### src/rtl/div_unit.sv
// div_unit: iterative radix-2 restoring divider for RV32M div/divu/rem/remu.
// Define DIV_EARLY_OUT_EN to finish at once when |dividend| < |divisor|.
module div_unit #(
  parameter int WIDTH = 32
) (
  input  logic             clk,
  input  logic             rst,
  input  logic             start,
  input  logic [2:0]       funct3,
  input  logic [WIDTH-1:0] dividend,
  input  logic [WIDTH-1:0] divisor,
  input  logic             flush,
  output logic             busy,
  output logic             done,
  output logic [WIDTH-1:0] result
);
  localparam int CW = $clog2(WIDTH);
  typedef enum logic [1:0] {IDLE, CALC, DONE} state_t;
  state_t state, state_n;
  logic [WIDTH-1:0] quot, rem, dsor, ma, mb, sub, quot_n, rem_n, q_fin, r_fin, fast_res;
  logic [WIDTH:0] sh;
  logic [CW-1:0] cnt;
  logic q_neg, r_neg, rem_op, sgn, is_rem, sa, sb, zero_div, ovf, early, fast, accept, ge;
  assign sgn = ~funct3[0];
  assign is_rem = funct3[1];
  assign sa = sgn & dividend[WIDTH-1];
  assign sb = sgn & divisor[WIDTH-1];
  assign ma = sa ? -dividend : dividend;
  assign mb = sb ? -divisor : divisor;
  assign zero_div = divisor == '0;
  assign ovf = sgn && dividend == {1'b1, {(WIDTH-1){1'b0}}} && &divisor;
`ifdef DIV_EARLY_OUT_EN
  assign early = !zero_div && ma < mb;
`else
  assign early = 1'b0;
`endif
  assign fast = zero_div | ovf | early;
  assign fast_res = is_rem ? (ovf ? '0 : dividend) : (zero_div ? '1 : ovf ? dividend : '0);
  assign accept = state == IDLE && start && !flush;
  // One restoring step; the shifted remainder carries an extra bit so the compare cannot wrap.
  assign sh = {rem, quot[WIDTH-1]};
  assign ge = sh >= {1'b0, dsor};
  assign sub = sh[WIDTH-1:0] - dsor;
  assign rem_n = ge ? sub : sh[WIDTH-1:0];
  assign quot_n = {quot[WIDTH-2:0], ge};
  assign q_fin = q_neg ? -quot_n : quot_n;
  assign r_fin = r_neg ? -rem_n : rem_n;
  always_ff @(posedge clk)
    state <= rst ? IDLE : state_n;
  always_comb
    state_n = flush ? IDLE :
              state == IDLE ? (accept ? (fast ? DONE : CALC) : IDLE) :
              state == CALC ? (cnt == '0 ? DONE : CALC) : IDLE;
  always_comb begin
    busy = state != IDLE;
    done = state == DONE;
  end
  always_ff @(posedge clk) begin
    if (rst) begin
      quot <= '0;
      rem <= '0;
      dsor <= '0;
      cnt <= '0;
      q_neg <= 1'b0;
      r_neg <= 1'b0;
      rem_op <= 1'b0;
      result <= '0;
    end else if (accept) begin
      quot <= ma;
      rem <= '0;
      dsor <= mb;
      cnt <= CW'(WIDTH - 1);
      q_neg <= sa ^ sb;
      r_neg <= sa;
      rem_op <= is_rem;
      if (fast) result <= fast_res;
    end else if (state == CALC && !flush) begin
      quot <= quot_n;
      rem <= rem_n;
      cnt <= cnt - 1'b1;
      if (cnt == '0) result <= rem_op ? r_fin : q_fin;
    end
  end
endmodule

### config.mk
export PLATFORM = sky130hd
export DESIGN_NAME = div_unit
export DESIGN_NICKNAME = d
export VERILOG_FILES = /design/src/rtl/div_unit.sv
export SDC_FILE = /design/constraint.sdc
export NUM_CORES = 1
export LEC_CHECK = 0
export CAP_MARGIN = 20
export CORE_ASPECT_RATIO = 0.9
export CORE_MARGIN = 4
export CORE_UTILIZATION = 55
export CTS_BUF_LIST = sky130_fd_sc_hd__clkbuf_4 sky130_fd_sc_hd__clkbuf_8
export CTS_CLUSTER_SIZE = 30
export DETAILED_ROUTE_END_ITERATION = 10
export MAX_ROUTING_LAYER = met4
export PLACE_DENSITY = 0.8
export SYNTH_ARGS = -nofsm -noshare
export SYNTH_HDL_FRONTEND = slang
export SYNTH_SLANG_ARGS = --single-unit
export TNS_END_PERCENT = 5
### constraint.sdc
create_clock -name clk -period 5.1 [get_ports clk]
set_clock_uncertainty 0.2 [all_clocks]
set_input_delay 0.765 -clock clk [delete_from_list [all_inputs] [get_ports clk]]
set_output_delay 0.765 -clock clk [all_outputs]
set_load 0.005 [all_outputs]
# [Word-level counts from Yosys, hierarchy flattened]
# Cells that the tools add are included.
# W data, S select, Z words.
[totals] reg_bits=138 inputBits=71 output_inout_bits=34 word_cells=64
[classes] addsub=6 magnitude_cmp=1 eq_ne=4 muxes=23 bitwise_logic=5 n_reduce_logical=16
[op_table] op="$mux W32" n=16
[op_table] op="$neg A32 Y32" n=4
[op_table] op="$ge A33 B32 Y1" n=1
[op_table] op="$eq A32 B32 Y1 const B" n=1
[op_table] op="$logic_not A32 Y1" n=1
[op_table] op="$reduce_and A32 Y1" n=1
[op_table] op="$sub A32 B32 Y32" n=1
[op_table] op="$mux W2" n=5
[op_table] op="$mux W5" n=2
[op_table] op="$reduce_bool A2 Y1" n=3
[op_table] op="$logic_and A1 B1 Y1" n=5
[op_table] op="$logic_not A5 Y1" n=1
[op_table] op="$sub A5 B1 Y5 const B" n=1
[op_table] op="$reduce_or A2 Y1" n=2
[op_table] op="$reduce_and A3 Y1" n=1
[op_table] op="$and A1 B1 Y1" n=2
[op_table] op="$eq A2 B1 Y1 const B" n=1
[op_table] op="$eq A2 B2 Y1 const B" n=1
[op_table] op="$logic_not A2 Y1" n=1
[op_table] op="$ne A2 B2 Y1 const B" n=1
[op_table] op="$logic_not A1 Y1" n=1
[op_table] op="$not A1 Y1" n=1
[op_table] op="$or A1 B1 Y1" n=1
[op_table] op="$xor A1 B1 Y1" n=1

# [Longest topological paths before layout]
# Gate-level depths: netlist (run 1).
[depth] word_depth=8 mapped_depth=24 mapped_depth_nobuf=20

# [Worst setup path after synthesis (run 1)]
# OpenSTA, ideal clock, no wires.
[synth_path] path_type="register -> register" startpoint="reg dsor[20]" endpoint="reg result[26]" setup_ps=114 arrival_time_ps=4859 slack_ps=-73 stages_incl_launch_ff=24 period_less_slack_ps=5173 path_cell_list="dfxtp_1 -> inv_1 -> ha_1 -> buf_6 -> a21o_4 -> a311oi_2 -> o31ai_2 -> a211oi_2 -> nand2_4 -> clkinv_4 -> clkbuf_8 -> buf_6 -> clkbuf_1 -> ha_1 -> nand2_1 -> or3b_2 -> or2_2 -> nand2b_1 -> o41ai_1 -> xnor2_1 -> nor2_1 -> a221oi_1 -> a21oi_1 -> a2111oi_0"
[synth_between] elab_chain_len=8
[synth_rtl] item="start, declared" line="20" rtl="logic [WIDTH-1:0] quot, rem, dsor, ma, mb, sub, quot_n, rem_n, q_fin, r_fin, fast_res;"
[synth_rtl] item="start signal, assigned" line="71" rtl="dsor <= mb;"
[synth_rtl] item="$sub A32 B32 Y32 or $ge A33 B32 Y1 (tied branches)" line="43, 42"
[synth_rtl] item="$mux W32" line="44" rtl="assign rem_n = ge ? sub : sh[WIDTH-1:0];"
[synth_rtl] item="$neg A32 Y32" line="47" rtl="assign r_fin = r_neg ? -rem_n : rem_n;"
[synth_rtl] item="$mux W32" line="47"
[synth_rtl] item="$mux W32 * (2 in a row)" line="81" rtl="if (cnt == '0) result <= rem_op ? r_fin : q_fin;"
[synth_rtl] item="$mux W32 *" line="77" rtl="end else if (state == CALC && !flush) begin"
[synth_rtl] item="$mux W32 *" line="68" rtl="end else if (accept) begin"
[synth_rtl] item="end signal, assigned" line="76" rtl="if (fast) result <= fast_res;"
[synth_rtl] item="end signal, assigned" line="81"
[synth_rtl] item="end, declared" line="15" rtl="output logic [WIDTH-1:0] result"
# Mark *: on every way between the ends. The rest lies on a longest branch, timed or not. The select of a mux whose other input is x is not followed.
# A chain may end at the register's enable or synchronous reset.

# [Worst setup path in the final report (run 1)]
[layout_path] startpoint="reg rem[19]" endpoint="reg result[26]"
[layout_between] elab_chain_len=8
[layout_rtl] item="start, declared" line="20"
[layout_rtl] item="start signal, assigned" line="79" rtl="rem <= rem_n;"
[layout_rtl] item="$sub A32 B32 Y32 or $ge A33 B32 Y1 (tied branches)" line="43, 42"
[layout_rtl] item="$mux W32" line="44"
[layout_rtl] item="$neg A32 Y32" line="47"
[layout_rtl] item="$mux W32" line="47"
[layout_rtl] item="$mux W32 * (2 in a row)" line="81"
[layout_rtl] item="$mux W32 *" line="77"
[layout_rtl] item="$mux W32 *" line="68"
# Marks and branches as above.

==> metrics.yaml, run 1 <==
status:
  status: "finished clean"
yosys:
  netlist_instances: 1580
  ys_ff_latch: 138
  ys_seq_area_frac: 0.239
  yosysWarnings: 0
  synth_edf_count: 0
  yosys.area.top_type_share: 0.239
  synth_area_um2: 11600
  netlist_top_cells_count: "177 x nor2_1, 175 x a21oi_1, 159 x nand2_1, 138 x dfxtp_1, 72 x clkbuf_1"
  synth-main-ff-cell: "dfxtp_1"
  ys_types: 87
  synth_area_leader_cell: "dfxtp_1"
  synthesis.nets: 1691
  async_flop_share: 0
  synthTopCellsByArea: "dfxtp_1 24%, a21oi_1 7.6%, nor2_1 5.7%"
  syn_avg_cell_area_um2: 7.32
  synth_most_common_cell: "nor2_1"
detailed_routing:
  drt-total-wl_um: 38900
  postRouteAntennaNets: 0
  drc: 0
  first_iter_violations: 1508
  wl_per_cell_um: 19.6
  drt-vias-per-instance: 6.33
  vias: 12600
  firstDrtPassIters: 5
pwr:
  netSwitchingPower_mw: 1.33
  pwr-share-comb: 0.359
  sw_frac_of_total: 0.385
  pwr_density_cell_nw_per_um2: 251
  internal_power_mw: 2.12
  seqPwrFrac: 0.339
  p_clk_frac: 0.302
  ir_drop_uv: 152
  total_power_mw: 3.44
  power.leakage_nw: 5.21
timing:
  setup_ws_ps: 177
  max-slew-margin-rel: 0.262
  finalMaxSlewViolations: 0
  fin_crit_sh: 0.965
  worst_pin_slew_ps: 1110
  fmax_mhz: 203
  finalSetupTns_ps: 0
  hold_viol_final: 0
  post-route-min-period_ps: 4920
  finalSetupViolCount: 0
grt:
  grt_overflow: 0
  use_met3: 0.0436
  top_usage_layer: "met2"
  grt_max_degree: 64
  grt_pass1_wl_um: 61400
  track_usage: 0.331
  grt_util_met1: 0.478
  antenna_found_initial: 0
  grt_pass1_vias: 11400
  gr-usage-met2: 0.490
worst_setup_path:
  crit_type: "reg -> reg"
  path_max_fanout: 5
  worstPathRequired_ps: 5270
  ff2ff_path_depth: 19
  worst_setup_path_end_kind: "flop"
  startpoint_type: "flop"
  arrival_ps: 5100
finish:
  syn_to_final_growth_pct: 18.5
  n_antenna_cell: 0
  num-fill-cells: 1833
  nets: 1797
  drive_gt1_frac: 0.102
die:
  start_util: 0.557
  die_area_um2: 23400
  die_width_um: 161
  die_h_um: 146
  rows: 50
  pin_count: 105
  coreArea_um2: 20800
clock_network:
  root_buffer: "clkbuf_8"
  clock_latency_ps: 480
  holdBufCountCts: 0
  clock-sinks: 138
  cts_buffers: 17
  cts_setup_buffers: 0
  cts.clk_slew.worst_paths_ps: 90
  cts_max_level: 4
  cts_tree: "built"
  ctsLongestPathBuffers: 2
placed_design:
  post-place-ws_ps: 224
  dp_hpwl_um: 29700
  place_congestion: 1.01
  portBuffers: 103
run:
  maxCapViolations: 0
worst_hold_path:
  worst_hold_path_type: "reg -> reg"
  hold_depth: 2
## final cells by class
type	count	area [um^2]	area share
clock buffer	17	234	0.0171
clock inverter	15	205	0.0150
inverter	56	215	0.0157
multi-input combinational	1286	8220	0.600
sequential	138	2760	0.202
tap	286	358	0.0261
timing repair buffer	187	1710	0.125
## cells by family after synthesis
| kind of cell | synth area share |
|---|---|
| simple gates | 0.227 |
| compound gates | 0.305 |
| buf+inv | 0.0580 |
| flops | 0.239 |
| xor+xnor | 0.101 |
| fa+ha+maj | 0.0439 |
| mux | 0.0273 |
## sequential cells by signal, summed over array words and instances, names as in the netlist
name / cells
cnt: 5
r_neg: 1
state: 2
quot: 32
q_neg: 1
result: 32
dsor: 32
rem_op: 1
rem: 32
## power groups by stage
stage / clock network, mW / registers (mW) / logic (mW)
2_1_floorplan: 0 / 1.17 / 0.799
3_3_place_gp: 0 / 1.19 / 1.17
3_5_place_dp: 0 / 1.19 / 1.18
4_1_cts: 1.05 / 1.16 / 1.19
5_1_grt: 1.10 / 1.17 / 1.34
6_report: 1.04 / 1.17 / 1.24
## path summary, 6_finish.rpt
path / start / endpoint / slack (ps)
setup reg to reg: rem[19]$_SDFFE_PP0P_ / result[26]$_SDFFE_PP0P_ / 180
setup / recovery: rem[19]$_SDFFE_PP0P_ / result[26]$_SDFFE_PP0P_ / 180
hold reg to reg: result[27]$_SDFFE_PP0P_ / result[27]$_SDFFE_PP0P_ / 240
hold / removal: result[27]$_SDFFE_PP0P_ / result[27]$_SDFFE_PP0P_ / 240
## metal layers
layer  part of all wire  wire length [um]
met4              0.019               747
met1               0.45             17400
met2               0.44             17200
met5                  0                 0
met3              0.090              3520
## critical path, stage by stage (launching register included)
cell       delay (ps)
dfxtp_1           430
ha_2              350
a21o_4            230
a311oi_2          260
o31ai_2           110
a211oi_2          320
nand2_4           140
buf_4             180
clkinv_4           40
ha_1              170
nand2_1           120
or3b_2            510
or2_2             350
nand2b_2          250
o41ai_4           320
xnor2_1           160
nor2_1             80
a221oi_2          210
a21oi_1           110
a2111oi_2         270
## cell usage in the layout, fill, tap and decap left out, drive strengths merged, types with 7 or more instances in the layout
cell	n
nor2	177
a21oi	177
nand2	161
dfxtp	138
clkdlybuf4s50	102
buf	85
o21ai	73
a211oi	70
xnor2	68
xor2	65
inv	63
nor3	41
ha	39
o31ai	34
a22oi	29
mux2i	27
nand3	22
nand4	22
nor4	22
a21o	20
or3	19
o211ai	18
clkbuf	17
or4	17
nand2b	16
a31oi	15
o41ai	14
nor2b	11
a211o	11
and2	10
o21a	8
o211a	8
and3	8
a2111oi	8
o21bai	7
nand3b	7
## metrics by stage
stage	utilization	instance area, um^2	cells	hold WS, ps
finish	0.660	13700	1985	241
global route	0.660	13700	1985	278
CTS	0.656	13600	1984	242
detailed placement	0.635	13200	1952	230
global placement	0.634	13200	1951	224
floorplan	-	11600	1580	232
## what timing repair did
action	in CTS	in global routing
endpoints found under the setup margin	0	7
endpoints found under the hold margin	0	0
gates resized for setup	0	16
Note: power is estimated with default switching activity, not from simulation.
==> inputs of run 2 (changes only) <==
ABC_AREA = 1   (was unset)
PLACE_DENSITY = 0.79   (was 0.8)
==> run 2 against run 1 <==
  * Sequential share of layout area shrank 0.60 points
  * Critical path depth rose by 8
  * Non-clock buffer count shrank 60
  * Final cell count grew 29%
  * Sequential cell count unchanged
  * Critical path type unchanged
  * Critical endpoint is now result[22]$_SDFFE_PP0P_
==> metrics.yaml, run 2 <==
status:
  status: "finished clean"
worst_setup_path:
  cp.depth: 27
  reg2reg_from: "dsor[7]$_SDFFE_PP0P_"
  crit_slowest_cell: "ha_1"
  rrSetupSlack_ps: 630
  path_max_fanout: 5
  crit_path_start: "dsor[7]$_SDFFE_PP0P_"
  worst_setup_path_end_kind: "flop"
  crit_family: "simple AND/OR/NAND/NOR gates"
  slowest_delay_ps: 360
  cp_num_buf_inv: 6
  crit_type: "reg -> reg"
  ff2ff_path_depth: 27
  r2r_end: "result[22]$_SDFFE_PP0P_"
  crit_top_cell: "inv_1"
  endpoint: "result[22]$_SDFFE_PP0P_"
  worstPathRequired_ps: 5250
  startpoint_type: "flop"
  arrival_ps: 4620
finish:
  final_cell_mix: "641 x nand2_1, 331 x inv_1, 182 x nor2_1, 168 x nand3_1, 146 x a21oi_1"
  syn_to_final_growth_pct: 12.6
  n_antenna_cell: 0
  nets: 2362
  drive_gt1_frac: 0.0592
  num-fill-cells: 2259
  final_common_cell: "nand2_1"
yosys:
  synth_area_um2: 12600
  yosysWarnings: 0
  ys_types: 51
  ys_seq_area_frac: 0.220
  netlist_top_cells_count: "641 x nand2_1, 332 x inv_1, 183 x nor2_1, 169 x nand3_1, 146 x a21oi_1"
  netlist_instances: 2185
  yosys.area.top_type_share: 0.220
  syn_avg_cell_area_um2: 5.75
  ys_ff_latch: 138
  synthesis.nets: 2296
  synth_most_common_cell: "nand2_1"
  async_flop_share: 0
  synth_area_leader_cell: "dfxtp_1"
  synthTopCellsByArea: "dfxtp_1 22%, nand2_1 19%, inv_1 9.9%"
  synth-main-ff-cell: "dfxtp_1"
  synth_edf_count: 0
detailed_routing:
  first_iter_violations: 1996
  drt-vias-per-instance: 5.63
  wl_per_cell_um: 17.7
  postRouteAntennaNets: 0
  drt-total-wl_um: 45300
  firstDrtPassIters: 9
  vias: 14400
  drc: 0
pwr:
  pwr_density_cell_nw_per_um2: 248
  total_power_mw: 3.51
  power.leakage_nw: 6.96
  ir_drop_uv: 148
timing:
  fmax_mhz: 224
  post-route-min-period_ps: 4470
  rsz0062_at_grt: "false"
  worst_pin_slew_ps: 812
  fin_crit_sh: 0.877
  finalSetupViolCount: 0
  finalMaxSlewViolations: 0
  finalSetupTns_ps: 0
  hold_viol_final: 0
  max-slew-margin-rel: 0.458
placed_design:
  place_congestion: 1.03
  portBuffers: 103
  dp_hpwl_um: 36100
die:
  rows: 52
  die_h_um: 151
  die_area_um2: 25300
  die_width_um: 167
  coreArea_um2: 22400
  pin_count: 105
  start_util: 0.559
clock_network:
  holdBufCountCts: 0
  clock_latency_ps: 470
  cts_tree: "built"
  cts_resized: 0
  cts_max_level: 4
  cts_buffers: 17
  cts_setup_buffers: 0
  root_buffer: "clkbuf_8"
  cts.clk_slew.worst_paths_ps: 80
  ctsLongestPathBuffers: 2
  clock-sinks: 138
grt:
  antenna_found_initial: 0
  grt_pass1_vias: 12900
  grt_max_degree: 62
  grt_pass1_wl_um: 69700
  track_usage: 0.360
  grt_overflow: 0
run:
  maxCapViolations: 0
worst_hold_path:
  worst_hold_path_type: "reg -> reg"
[run 2: routing by layer]
metal | track usage | part of all wire | wire length, um
met5 | - | 0 | 0
met1 | 0.502 | 0.45 | 20400
met4 | 0.103 | 0.026 | 1190
met3 | 0.122 | 0.13 | 6070
met2 | 0.494 | 0.39 | 17600
[run 2: area by class of cell]
type / count / area, um^2 / share of cell area
Tap cell: 297 / 372 / 0.0263
Clock buffer: 20 / 269 / 0.0190
Clock inverter: 12 / 113 / 0.00797
Multi-Input combinational cell: 1631 / 8150 / 0.577
Sequential cell: 138 / 2760 / 0.195
Timing Repair Buffer: 127 / 1210 / 0.0853
Inverter: 336 / 1260 / 0.0892
[run 2: how the worst min path moves through the flow]
stage                                        from                       to  slack, ps  cells after the start
after floorplan               cnt[2]$_SDFFE_PP0N_      cnt[2]$_SDFFE_PP0N_        250                      2
after global placement     result[2]$_SDFFE_PP0P_   result[2]$_SDFFE_PP0P_        250                      2
after detailed placement  result[27]$_SDFFE_PP0P_  result[27]$_SDFFE_PP0P_        250                      2
after CTS                 result[27]$_SDFFE_PP0P_  result[27]$_SDFFE_PP0P_        270                      2
after global routing      result[28]$_SDFFE_PP0P_  result[28]$_SDFFE_PP0P_        280                      2
final                     result[26]$_SDFFE_PP0P_  result[26]$_SDFFE_PP0P_        260                      2
[run 2: power breakdown]
group | switching [mW] | total [mW] | internal (mW)
sequential | 0.0467 | 1.17 | 1.12
combinational | 0.987 | 1.44 | 0.454
clock | 0.474 | 0.896 | 0.421
total | 1.51 | 3.51 | 2.00
[run 2: tightest hold or removal path, cell delays in order (launching register included)]
cell     delay [ps]
dfxtp_1         320
nand2_1          60
a21oi_1          50
[run 2: through the flow]
stage	worst slack (ps)	hold slack [ps]	utilization	std cells	instance area, um^2
6_report	626	265	0.630	2561	14100
5_1_grt	191	284	0.630	2561	14100
4_1_cts	716	267	0.630	2561	14100
3_5_place_dp	743	254	0.613	2529	13800
3_3_place_gp	745	251	0.613	2529	13800
2_1_floorplan	1120	253	-	2185	12600
[run 2: kinds of logic (layout without fill, tap and decap cells)]
kind of cell / count (synthesis) / after routing / synth area share
xor+xnor: 63 / 63 / 0.0440
buf+inv: 416 / 495 / 0.132
flops: 138 / 138 / 0.220
compound gates: 382 / 382 / 0.169
simple gates: 1146 / 1146 / 0.395
fa+ha+maj: 40 / 40 / 0.0405
==> inputs of run 3 (changes only) <==
CAP_MARGIN = unset   (was 20)
==> results of run 3 <==
No change in the layout: final DEF, timing and power equal those of run 2.
